**config.mk**
```make
export PLATFORM = sky130hd
export DESIGN_NAME = shift_sub_divider
export DESIGN_NICKNAME = d
export VERILOG_FILES = /design/src/rtl/shift_sub_divider.sv
export SDC_FILE = /design/constraint.sdc
export NUM_CORES = 1
export LEC_CHECK = 0
export BUFFER_PORTS_ARGS = -buffer_cell sky130_fd_sc_hd__buf_2
export CORE_ASPECT_RATIO = 0.7
export CORE_MARGIN = 5
export CORE_UTILIZATION = 30
export DETAILED_ROUTE_END_ITERATION = 12
export HOLD_SLACK_MARGIN = 0.02
export SYNTH_ARGS = -nofsm -noshare
export SYNTH_HDL_FRONTEND = slang
export SYNTH_SLANG_ARGS = --single-unit
export TNS_END_PERCENT = 20
```
**constraint.sdc**
```tcl
create_clock -name clock -period 2.6 [get_ports clock]
set_input_delay 0.26 -clock clock [delete_from_list [all_inputs] [get_ports clock]]
set_output_delay 0.26 -clock clock [all_outputs]
set_load 0.05 [all_outputs]
```
**src/rtl/shift_sub_divider.sv**
```systemverilog
// Sequential restoring divider: unsigned N-bit dividend / divisor -> quotient, remainder.
// Uses an A/Q register pair with one SHIFT and one SUB state per quotient bit.
module shift_sub_divider #(
  parameter int N = 4
) (
  input  logic         clock,
  input  logic         n_reset,
  input  logic         start,
  input  logic [N-1:0] dividend,
  input  logic [N-1:0] divisor,
  output logic [N-1:0] quotient,
  output logic [N-1:0] remainder,
  output logic         ready,
  output logic         div_by_zero
);

  localparam int CW = $clog2(N + 1);

  typedef enum logic [1:0] {IDLE, SHIFT, SUB, DONE} state_t;

  state_t         state, state_nxt;
  logic [N:0]     a_reg;
  logic [N-1:0]   q_reg;
  logic [N-1:0]   m_reg;
  logic [CW-1:0]  count;
  logic [N:0]     diff;
  logic [N-1:0]   q_sub;
  logic           last_bit;

  assign diff     = a_reg - {1'b0, m_reg};
  assign last_bit = (count == CW'(1));

  // Q after the trial subtraction: LSB is 1 when the difference is non-negative.
  always_comb begin
    q_sub    = q_reg;
    q_sub[0] = ~diff[N];
  end

  // NOTE: state registers use non-blocking assignments so every flop samples
  // pre-edge values regardless of the order the always_ff blocks execute in.
  always_ff @(posedge clock or negedge n_reset) begin
    if (!n_reset) state <= IDLE;
    else          state <= state_nxt;
  end

  // NOTE: state_nxt is defaulted before the case so no path leaves it
  // unassigned, which would otherwise infer a latch.
  always_comb begin
    state_nxt = state;
    case (state)
      IDLE:    if (start) state_nxt = (divisor == '0) ? DONE : SHIFT;
      SHIFT:   state_nxt = SUB;
      SUB:     state_nxt = last_bit ? DONE : SHIFT;
      DONE:    if (!start) state_nxt = IDLE;
      default: state_nxt = IDLE;
    endcase
  end

  always_ff @(posedge clock or negedge n_reset) begin
    if (!n_reset) begin
      a_reg       <= '0;
      q_reg       <= '0;
      m_reg       <= '0;
      count       <= '0;
      quotient    <= '0;
      remainder   <= '0;
      div_by_zero <= 1'b0;
      ready       <= 1'b1;
    end else begin
      case (state)
        IDLE: begin
          if (start) begin
            m_reg <= divisor;
            q_reg <= dividend;
            a_reg <= '0;
            count <= CW'(N);
            ready <= 1'b0;
          end
        end
        SHIFT: {a_reg, q_reg} <= {a_reg[N-1:0], q_reg, 1'b0};
        SUB: begin
          q_reg <= q_sub;
          if (!diff[N]) a_reg <= diff;
          count <= count - CW'(1);
          if (last_bit) begin
            quotient    <= q_sub;
            remainder   <= diff[N] ? a_reg[N-1:0] : diff[N-1:0];
            div_by_zero <= 1'b0;
            ready       <= 1'b1;
          end
        end
        DONE: begin
          // ready is only still low here on the divide-by-zero path; Q still holds the dividend.
          if (!ready) begin
            quotient    <= '1;
            remainder   <= q_reg;
            div_by_zero <= 1'b1;
            ready       <= 1'b1;
          end
        end
        default: ;
      endcase
    end
  end

endmodule

```
==> impl_metrics.csv, run 1 <==
group,metric,value,unit
timing,setup_tns,0,ps
setup_path,cp_cell_sequence,"inv_1 -> ha_1 -> inv_1 -> fa_1 -> a21o_1 -> a21oi_4 -> xnor2_4 -> mux2_4 -> o221a_1",
pwr,p_sw,1.18,mW
detailed_routing,drt_first_pass_iters,4,
layout,drive_above_1_share,22.6,%
setup_path,critical_path.top_delay_family,"compound AO/OA/AOI/OAI gates",
global_routing,grt_max_degree,29,
yosys,synthDominantCellAreaShare,41.4,%
timing,rsz0062_at_grt,"false",
yosys,syn_area,1630,um2
clock_network,h-tree-depth,1,
die,die_h,71.7,um
setup_path,crit_path_max_fanout,8,
pwr,internal_power,1.47,mW
pwr,p_leak,0.824,nW
pwr,p_sw_share,44.4,%
timing,worst-slew-pin-transition,646,ps
pwr,peakVddDrop,0.553,mV
layout,largest_register_ffs,5,
yosys,postSynthCellCount,163,
yosys,syn_nets,185,
yosys,avgSynthCellArea,10.0,um2
timing,fin_skew,15.4,ps
yosys,synth-seq-cells,28,
clock_network,cts-buffers-inserted,3,
setup_path,crit_required,2790,ps
detailed_routing,drt-vias-per-instance,4.63,
detailed_routing,dr.first_iter.drc_count,69,
die,start_util,31.0,%
yosys,yosysWarnings,0,
timing,fmax,0.426,GHz
pwr,pwr-share-clk,13.1,%
detailed_routing,vias,1195,
timing,maxSlewHeadroom,56.9,%
timing,fin_crit,2350,ps
pwr,comb_power_share,57.6,%
setup_path,critical_path.endpoint_type,"flop",
global_routing,grt_pass1_wl,5.82,mm
clock_network,cts_max_path_buffers,2,
flow_run,drv_cap,0,
die,dieWidth,98.1,um
global_routing,antenna_found_initial,0,
hold_path,hold_path.class,"in -> reg",
place,port_buffers,20,
setup_path,crit_buf_inv,2,
clock_network,insertion_delay,290,ps
place,place_hpwl,2.59,mm
die,row_count,22,
clock_network,cts-root-buf,"clkbuf_8",
die,io_pins,21,
pwr,powerDensity,1390,nW/um2
yosys,synthFlopType,"dfrtp_1",
clock_network,path_clk_slew,100,ps
detailed_routing,drc,0,
yosys,synth_cell_types,36,
layout,diodes,0,
layout,syn_to_final_growth,16.9,%
die,dieArea,7040,um2
global_routing,grt_pass1_vias,1157,
yosys,synth_edf_count,0,
yosys,synth_seq_area_share,43.0,%
pwr,p_total,2.65,mW
setup_path,startpoint_type,"flop",
setup_path,critical-path-slowest-cell,"fa_1",
yosys,synth_area_leaders,"dfrtp_1 (41%), ha_1 (7.7%), a21oi_1 (4.6%)",
clock_network,cts_setup_buffers,0,
run_status,status,"finished, final reports clean",
clock_network,post_cts_resized,0,
timing,finalHoldViolCount,0,
setup_path,worstSetupPathType,"reg -> reg",
detailed_routing,wl,3.43,mm
pwr,seq_power_share,29.3,%
setup_path,cpMostUsedCell,"inv_1",
clock_network,cts_tree,"built",
yosys,synthArstFlopShare,100,%
yosys,yosysTopAreaCell,"dfrtp_1",
place,gp_congestion,0.811,
timing,finalSetupViolCount,0,
setup_path,arrival,2530,ps
die,core_area,5260,um2
global_routing,grt-ovfl-total,0,
timing,finalCritPeriodShare,90.3,%
detailed_routing,detail-route-antenna-nets,0,
global_routing,grt_usage,10.5,%
setup_path,max_stage_delay,390,ps
timing,slew_violations,0,
clock_network,cts.sink_count,28,
layout,nets,209,
detailed_routing,post_drt_wl_per_cell,13.3,um
[per-layer routing]
metal / wire, um / GRT usage [%]
met3: 165 / 3.11
met1: 1930 / 16.3
met2: 1280 / 13.5
met4: 46 / 3.64
met5: 0 / 0
[power by group through the flow]
stage / clock, mW / combinational [mW] / sequential (mW)
after floorplan: 0 / 1.08 / 0.890
after global routing: 0.374 / 1.69 / 0.806
after global placement: 0 / 1.53 / 0.784
after detailed placement: 0 / 1.53 / 0.786
after CTS: 0.364 / 1.54 / 0.776
final: 0.348 / 1.53 / 0.777
[cell families after synthesis]
kind of cell	share of synthesized area (%)
AOI/OAI and AO/OA	19.0
xor gates and xnor gates	2.76
adders and majority gates	8.90
buffers and inverters	4.60
DFF	43.0
muxes	9.05
and+or+nand+nor	12.7
[Yosys cell counts, types with 2 or more instances]
cell type	instances
o22a_1	3
o311ai_0	2
ha_1	10
dfrtp_1	27
clkbuf_1	4
mux2_4	4
a211oi_1	2
nor2_1	11
nor2b_1	7
mux2_2	6
nand3_1	4
o21ai_0	11
o311a_1	2
nand2b_1	4
xnor2_1	2
mux2i_1	2
nand2_1	15
a21oi_1	15
inv_1	15
[final timing paths]
kind | slack [ps] | to | cells past startpoint | from
max | 250 | remainder[1] | 9 | a_reg[0]
min | 230 | m_reg[0] | 2 | divisor[0]
max reg2reg | 250 | remainder[1] | 9 | a_reg[0]
min reg2reg | 490 | quotient[2] | 1 | quotient[2]
max in group asynchronous | 1640 | quotient[2] | 2 | n_reset
min in group asynchronous | 510 | quotient[1] | 2 | n_reset
[what timing repair did]
action / 4_1_cts / 5_1_grt
setup endpoints to repair: 0 / 0
hold buffers: 1 / 0
endpoints found under the hold margin: 15 / 0
[metrics by stage]
| stage | std cells | util [%] | cell area [um2] | setup WS (ps) | hold WS [ps] |
|---|---|---|---|---|---|
| floorplan | 163 | - | 1630 | 361 | -35.6 |
| global placement | 253 | 34.7 | 1830 | 279 | 327 |
| detailed placement | 253 | 34.7 | 1830 | 241 | 332 |
| CTS | 258 | 36.3 | 1910 | 240 | 223 |
| global route | 258 | 36.3 | 1910 | 122 | 241 |
| finish | 258 | 36.3 | 1910 | 253 | 233 |
[layout make-up]
type                    count  area, um2
fillers                   542       3350
multi-input cells         115        855
flip-flops and latches     28        702
repair buffers             24        133
well taps                  72       90.1
inverters                  15       56.3
clock buffers               3       41.3
clock inverters             1       30.0
[cells in the final DEF, fill, tap and decap left out, types with 2 or more instances in the layout]
master and instances:
a211oi_1 2, a21oi_1 15, buf_2 20, buf_4 3
clkbuf_8 3, dfrtp_1 27, ha_1 10, inv_1 15
mux2_2 6, mux2_4 4, mux2i_1 2, nand2_1 15
nand2b_1 4, nand3_1 4, nor2_1 11, nor2b_1 7
o21ai_0 11, o22a_1 3, o311a_1 2, o311ai_0 2
xnor2_1 2
No activity file was read; power rests on OpenSTA's default activity.
==> run 2: changes to the inputs <==
Settings changed: BUFFER_PORTS_ARGS -buffer_cell sky130_fd_sc_hd__buf_2 to -buffer_cell sky130_fd_sc_hd__buf_4.
==> impl_metrics.csv, run 2 (synthesis gave the netlist of run 1 again) <==
group,metric,value,unit
run_status,status,"finished, final reports clean",
clock_network,post_cts_resized,0,
global_routing,grt-ovfl-total,0,
global_routing,grt_usage,10.8,%
detailed_routing,post_drt_wl_per_cell,13.4,um
pwr,powerDensity,1350,nW/um2
timing,finalCritPeriodShare,92.2,%
timing,rsz0062_at_grt,"false",
detailed_routing,detail-route-antenna-nets,0,
timing,fin_skew,2.10,ps
setup_path,crit_path_max_fanout,8,
layout,fillers,507,
clock_network,cts_hold_buffers,1,
layout,nets,209,
layout,drive_above_1_share,22.0,%
die,die_h,71.7,um
setup_path,cpMostUsedCell,"inv_1",
place,gp_congestion,0.753,
clock_network,cts-root-buf,"clkbuf_8",
clock_network,cts_tree,"built",
clock_network,cts-buffers-inserted,3,
clock_network,cts_max_path_buffers,2,
layout,final_cell_mix,"dfrtp_1 (27), buf_4 (23), inv_1 (15), nand2_1 (15), a21oi_1 (15)",
flow_run,drv_cap,0,
pwr,p_total,2.60,mW
die,dieArea,7040,um2
detailed_routing,dr.first_iter.drc_count,53,
detailed_routing,drt-vias-per-instance,4.59,
timing,fmax,0.417,GHz
setup_path,critical-path-slowest-cell,"dfrtp_1",
pwr,p_leak,0.831,nW
timing,setup_tns,0,ps
place,dp.cells,253,
setup_path,startpoint_type,"flop",
layout,largest_register_ffs,5,
setup_path,cp-startpoint,"a_reg[0]",
timing,setup_slack,204,ps
global_routing,grt_pass1_wl,6.14,mm
timing,maxSlewHeadroom,67.9,%
hold_path,hold_path.class,"in -> reg",
timing,finalSetupViolCount,0,
setup_path,critical_path.endpoint_type,"flop",
layout,final_common_cell,"dfrtp_1",
layout,diodes,0,
global_routing,antenna_found_initial,0,
die,dieWidth,98.1,um
die,start_util,31.0,%
timing,worst-slew-pin-transition,481,ps
setup_path,worstSetupPathType,"reg -> reg",
global_routing,grt_pass1_vias,1220,
global_routing,grt_max_degree,29,
die,io_pins,21,
layout,instances_no_fill,258,
detailed_routing,wl,3.47,mm
hold_path,hp-start,"divisor[0]",
layout,stdcell_area,1930,um2
place,port_buffers,20,
place,post-place-ws,242,ps
clock_network,h-tree-depth,1,
clock_network,cts_setup_buffers,0,
setup_path,max_stage_delay,390,ps
clock_network,path_clk_slew,100,ps
timing,finalHoldViolCount,0,
setup_path,cp_cell_sequence,"inv_1 -> ha_1 -> inv_1 -> fa_1 -> a21o_1 -> a21oi_4 -> xnor2_4 -> mux2_4 -> o221a_1",
die,row_count,22,
timing,fin_crit,2400,ps
timing,slew_violations,0,
layout,syn_to_final_growth,18.3,%
clock_network,cts.sink_count,28,
detailed_routing,vias,1184,
setup_path,arrival,2570,ps
setup_path,reg2reg_from,"a_reg[0]",
setup_path,crit_required,2770,ps
place,place_hpwl,2.57,mm
pwr,peakVddDrop,0.663,mV
detailed_routing,drt_first_pass_iters,4,
die,core_area,5260,um2
detailed_routing,drc,0,
place,placed_area,1880,um2
clock_network,insertion_delay,280,ps
run 2: cell count changes in the layout (fill, tap and decap cells not counted), sizes merged:
| cell | delta |
|---|---|
| bufinv | -1 |
| clkbuf | +1 |
run 2: final cells by class:
class                      instances  area [um2]  share of cell area, %
clock buffer                       4        45.0                   2.33
inverter                          15        56.3                   2.92
multi-input combinational        115         855                   44.3
sequential                        28         702                   36.4
tap                               72        90.1                   4.67
timing repair buffer              24         183                   9.46
run 2: critical path, delay by kind of cell (launching register included):
| kind | cells | cell delay, ps |
|---|---|---|
| buf+inv | 2 | 170 |
| mux | 1 | 340 |
| xor+xnor | 1 | 190 |
| compound gates | 3 | 630 |
| flops | 1 | 390 |
| fa+ha+maj | 2 | 570 |
run 2: final timing paths:
check,to,slack [ps],cells after the start
worst max register to register,remainder[1],200,9
worst max-delay path,remainder[1],200,9
min in group asynchronous,quotient[1],430,2
max in group asynchronous,ready,1850,2
worst min-delay path,m_reg[0],220,2
worst min register to register,quotient[2],500,1
run 2: stage by stage:
stage | utilization (%) | hold slack (ps)
finish | 36.7 | 220
global route | 36.7 | 212
CTS | 36.7 | 212
detailed placement | 35.7 | 212
global placement | 35.7 | 211
floorplan | - | -35.6
run 2: power breakdown:
part	total, mW	switching [mW]	internal [mW]
clock	0.250	0.139	0.110
sequential	0.776	0.159	0.617
combinational	1.57	0.890	0.683
total	2.60	1.19	1.41
run 2: per-layer routing:
metal  GRT usage [%]  vias to the layer above  part of all wire, %
met5               0                        -                    0
met4            2.27                        0                  1.0
met3            3.31                        4                  4.5
met2            14.2                       20                   37
met1            16.9                      548                   57
li1                -                      612                    -
==> run 3: changes to the inputs <==
Settings changed: CELL_PAD_IN_SITES_DETAIL_PLACEMENT set to 2, CELL_PAD_IN_SITES_GLOBAL_PLACEMENT set to 2, PLACE_DENSITY_LB_ADDON set to 0.1.
Clock period 2.6 ns to 2.62 ns, I/O delays scaled along.
==> impl_metrics.csv, run 3 (synthesis gave the netlist of run 1 again) <==
group,metric,value,unit
layout,final_cell_mix,"dfrtp_1 (27), buf_4 (22), inv_1 (15), nand2_1 (15), a21oi_1 (15)",
global_routing,grt_usage,13.9,%
detailed_routing,drc,0,
setup_path,cp_cell_sequence,"inv_1 -> ha_1 -> inv_1 -> fa_1 -> a21o_1 -> a21oi_4 -> xnor2_4 -> mux2_4 -> o221a_1",
pwr,comb_power_share,58.7,%
detailed_routing,post_drt_wl_per_cell,18.0,um
clock_network,cts.sink_count,28,
setup_path,crit_path_max_fanout,8,
clock_network,path_clk_slew,100,ps
layout,syn_to_final_growth,19.5,%
timing,maxSlewHeadroom,59.5,%
timing,slew_violations,0,
place,dp.cells,252,
setup_path,critical_path.endpoint_type,"flop",
setup_path,worstSetupPathType,"reg -> reg",
clock_network,cts_max_path_buffers,2,
timing,worst-slew-pin-transition,600,ps
detailed_routing,dr.first_iter.drc_count,36,
pwr,internal_power,1.50,mW
timing,rsz0062_at_grt,"false",
die,dieArea,7040,um2
global_routing,grt_pass1_wl,7.64,mm
pwr,p_sw_share,46.2,%
layout,instances_no_fill,257,
layout,largest_register_ffs,5,
setup_path,arrival,2560,ps
global_routing,grt-ovfl-total,0,
layout,final_common_cell,"dfrtp_1",
global_routing,grt_pass1_vias,1452,
pwr,pwr-share-clk,12.5,%
global_routing,grt_max_degree,29,
detailed_routing,vias,1298,
clock_network,cts-buffers-inserted,3,
clock_network,cts_setup_buffers,0,
timing,fin_skew,3.11,ps
pwr,powerDensity,1430,nW/um2
timing,finalCritPeriodShare,90.9,%
timing,finalHoldViolCount,0,
place,gp_congestion,0.828,
timing,setup_tns,0,ps
clock_network,post_cts_resized,0,
timing,fmax,0.420,GHz
setup_path,max_stage_delay,400,ps
die,core_area,5260,um2
setup_path,cpMostUsedCell,"inv_1",
timing,fin_crit,2380,ps
timing,finalSetupViolCount,0,
place,port_buffers,20,
layout,drive_above_1_share,22.2,%
detailed_routing,detail-route-antenna-nets,0,
clock_network,cts-root-buf,"clkbuf_8",
global_routing,antenna_found_initial,0,
die,die_h,71.7,um
setup_path,crit_required,2800,ps
detailed_routing,drt-vias-per-instance,5.05,
detailed_routing,drt_first_pass_iters,4,
layout,diodes,0,
clock_network,cts_tree,"built",
pwr,p_sw,1.29,mW
pwr,peakVddDrop,0.434,mV
setup_path,critical_path.top_delay_family,"compound AO/OA/AOI/OAI gates",
hold_path,hold_path.class,"in -> reg",
timing,hold_ws,222,ps
die,dieWidth,98.1,um
detailed_routing,wl,4.62,mm
flow_run,drv_cap,0,
pwr,p_leak,0.840,nW
die,io_pins,21,
clock_network,insertion_delay,280,ps
die,row_count,22,
layout,utilization,37.1,%
layout,nets,208,
setup_path,startpoint_type,"flop",
run_status,status,"finished, final reports clean",
setup_path,crit_buf_inv,2,
clock_network,cts_hold_buffers,1,
clock_network,h-tree-depth,1,
pwr,seq_power_share,28.8,%
die,start_util,31.0,%
setup_path,critical-path-slowest-cell,"dfrtp_1",
place,place_hpwl,3.72,mm
-- run 3: power by group through the flow --
| stage | registers (mW) | clock network [mW] | logic, mW |
|---|---|---|---|
| 4_1_cts | 0.803 | 0.363 | 1.67 |
| 5_1_grt | 0.825 | 0.373 | 1.80 |
| 3_5_place_dp | 0.810 | 0 | 1.65 |
| 2_1_floorplan | 0.884 | 0 | 1.07 |
| 3_3_place_gp | 0.790 | 0 | 1.58 |
| 6_report | 0.802 | 0.348 | 1.63 |
-- run 3: routing by layer --
layer / vias to the layer above / share of wire, % / routed length [um] / GRT usage (%)
met1: 653 / 46 / 2140 / 18.6
met5: - / 0 / 0 / 0
met2: 27 / 48 / 2240 / 23.0
li1: 612 / - / - / -
met3: 6 / 4.2 / 192 / 3.11
met4: 0 / 0.93 / 43 / 3.18
-- run 3: stage by stage --
step	total power, mW	worst slack (ps)	cell area, um2
after floorplan	1.96	381	1630
after global placement	2.37	312	1870
after detailed placement	2.46	232	1870
after CTS	2.83	221	1950
after global routing	3.00	128	1950
final	2.78	237	1950
-- run 3: final cells by class --
type                       count  area (um2)
tap                           72        90.1
timing repair buffer          23         175
fill                         582        3310
multi-input combinational    115         855
clock inverter                 1        30.0
inverter                      15        56.3
sequential                    28         702
clock buffer                   3        41.3
-- run 3: path summary, 6_finish.rpt --
| check | depth (start not counted) | from | slack (ps) | to |
|---|---|---|---|---|
| min in group asynchronous | 2 | n_reset | 430 | m_reg[1] |
| hold reg to reg | 2 | count[1] | 500 | count[1] |
| hold / removal | 2 | divisor[0] | 220 | m_reg[0] |
| setup reg to reg | 9 | a_reg[0] | 240 | remainder[1] |
| setup / recovery | 9 | a_reg[0] | 240 | remainder[1] |
| max in group asynchronous | 2 | n_reset | 1880 | ready |
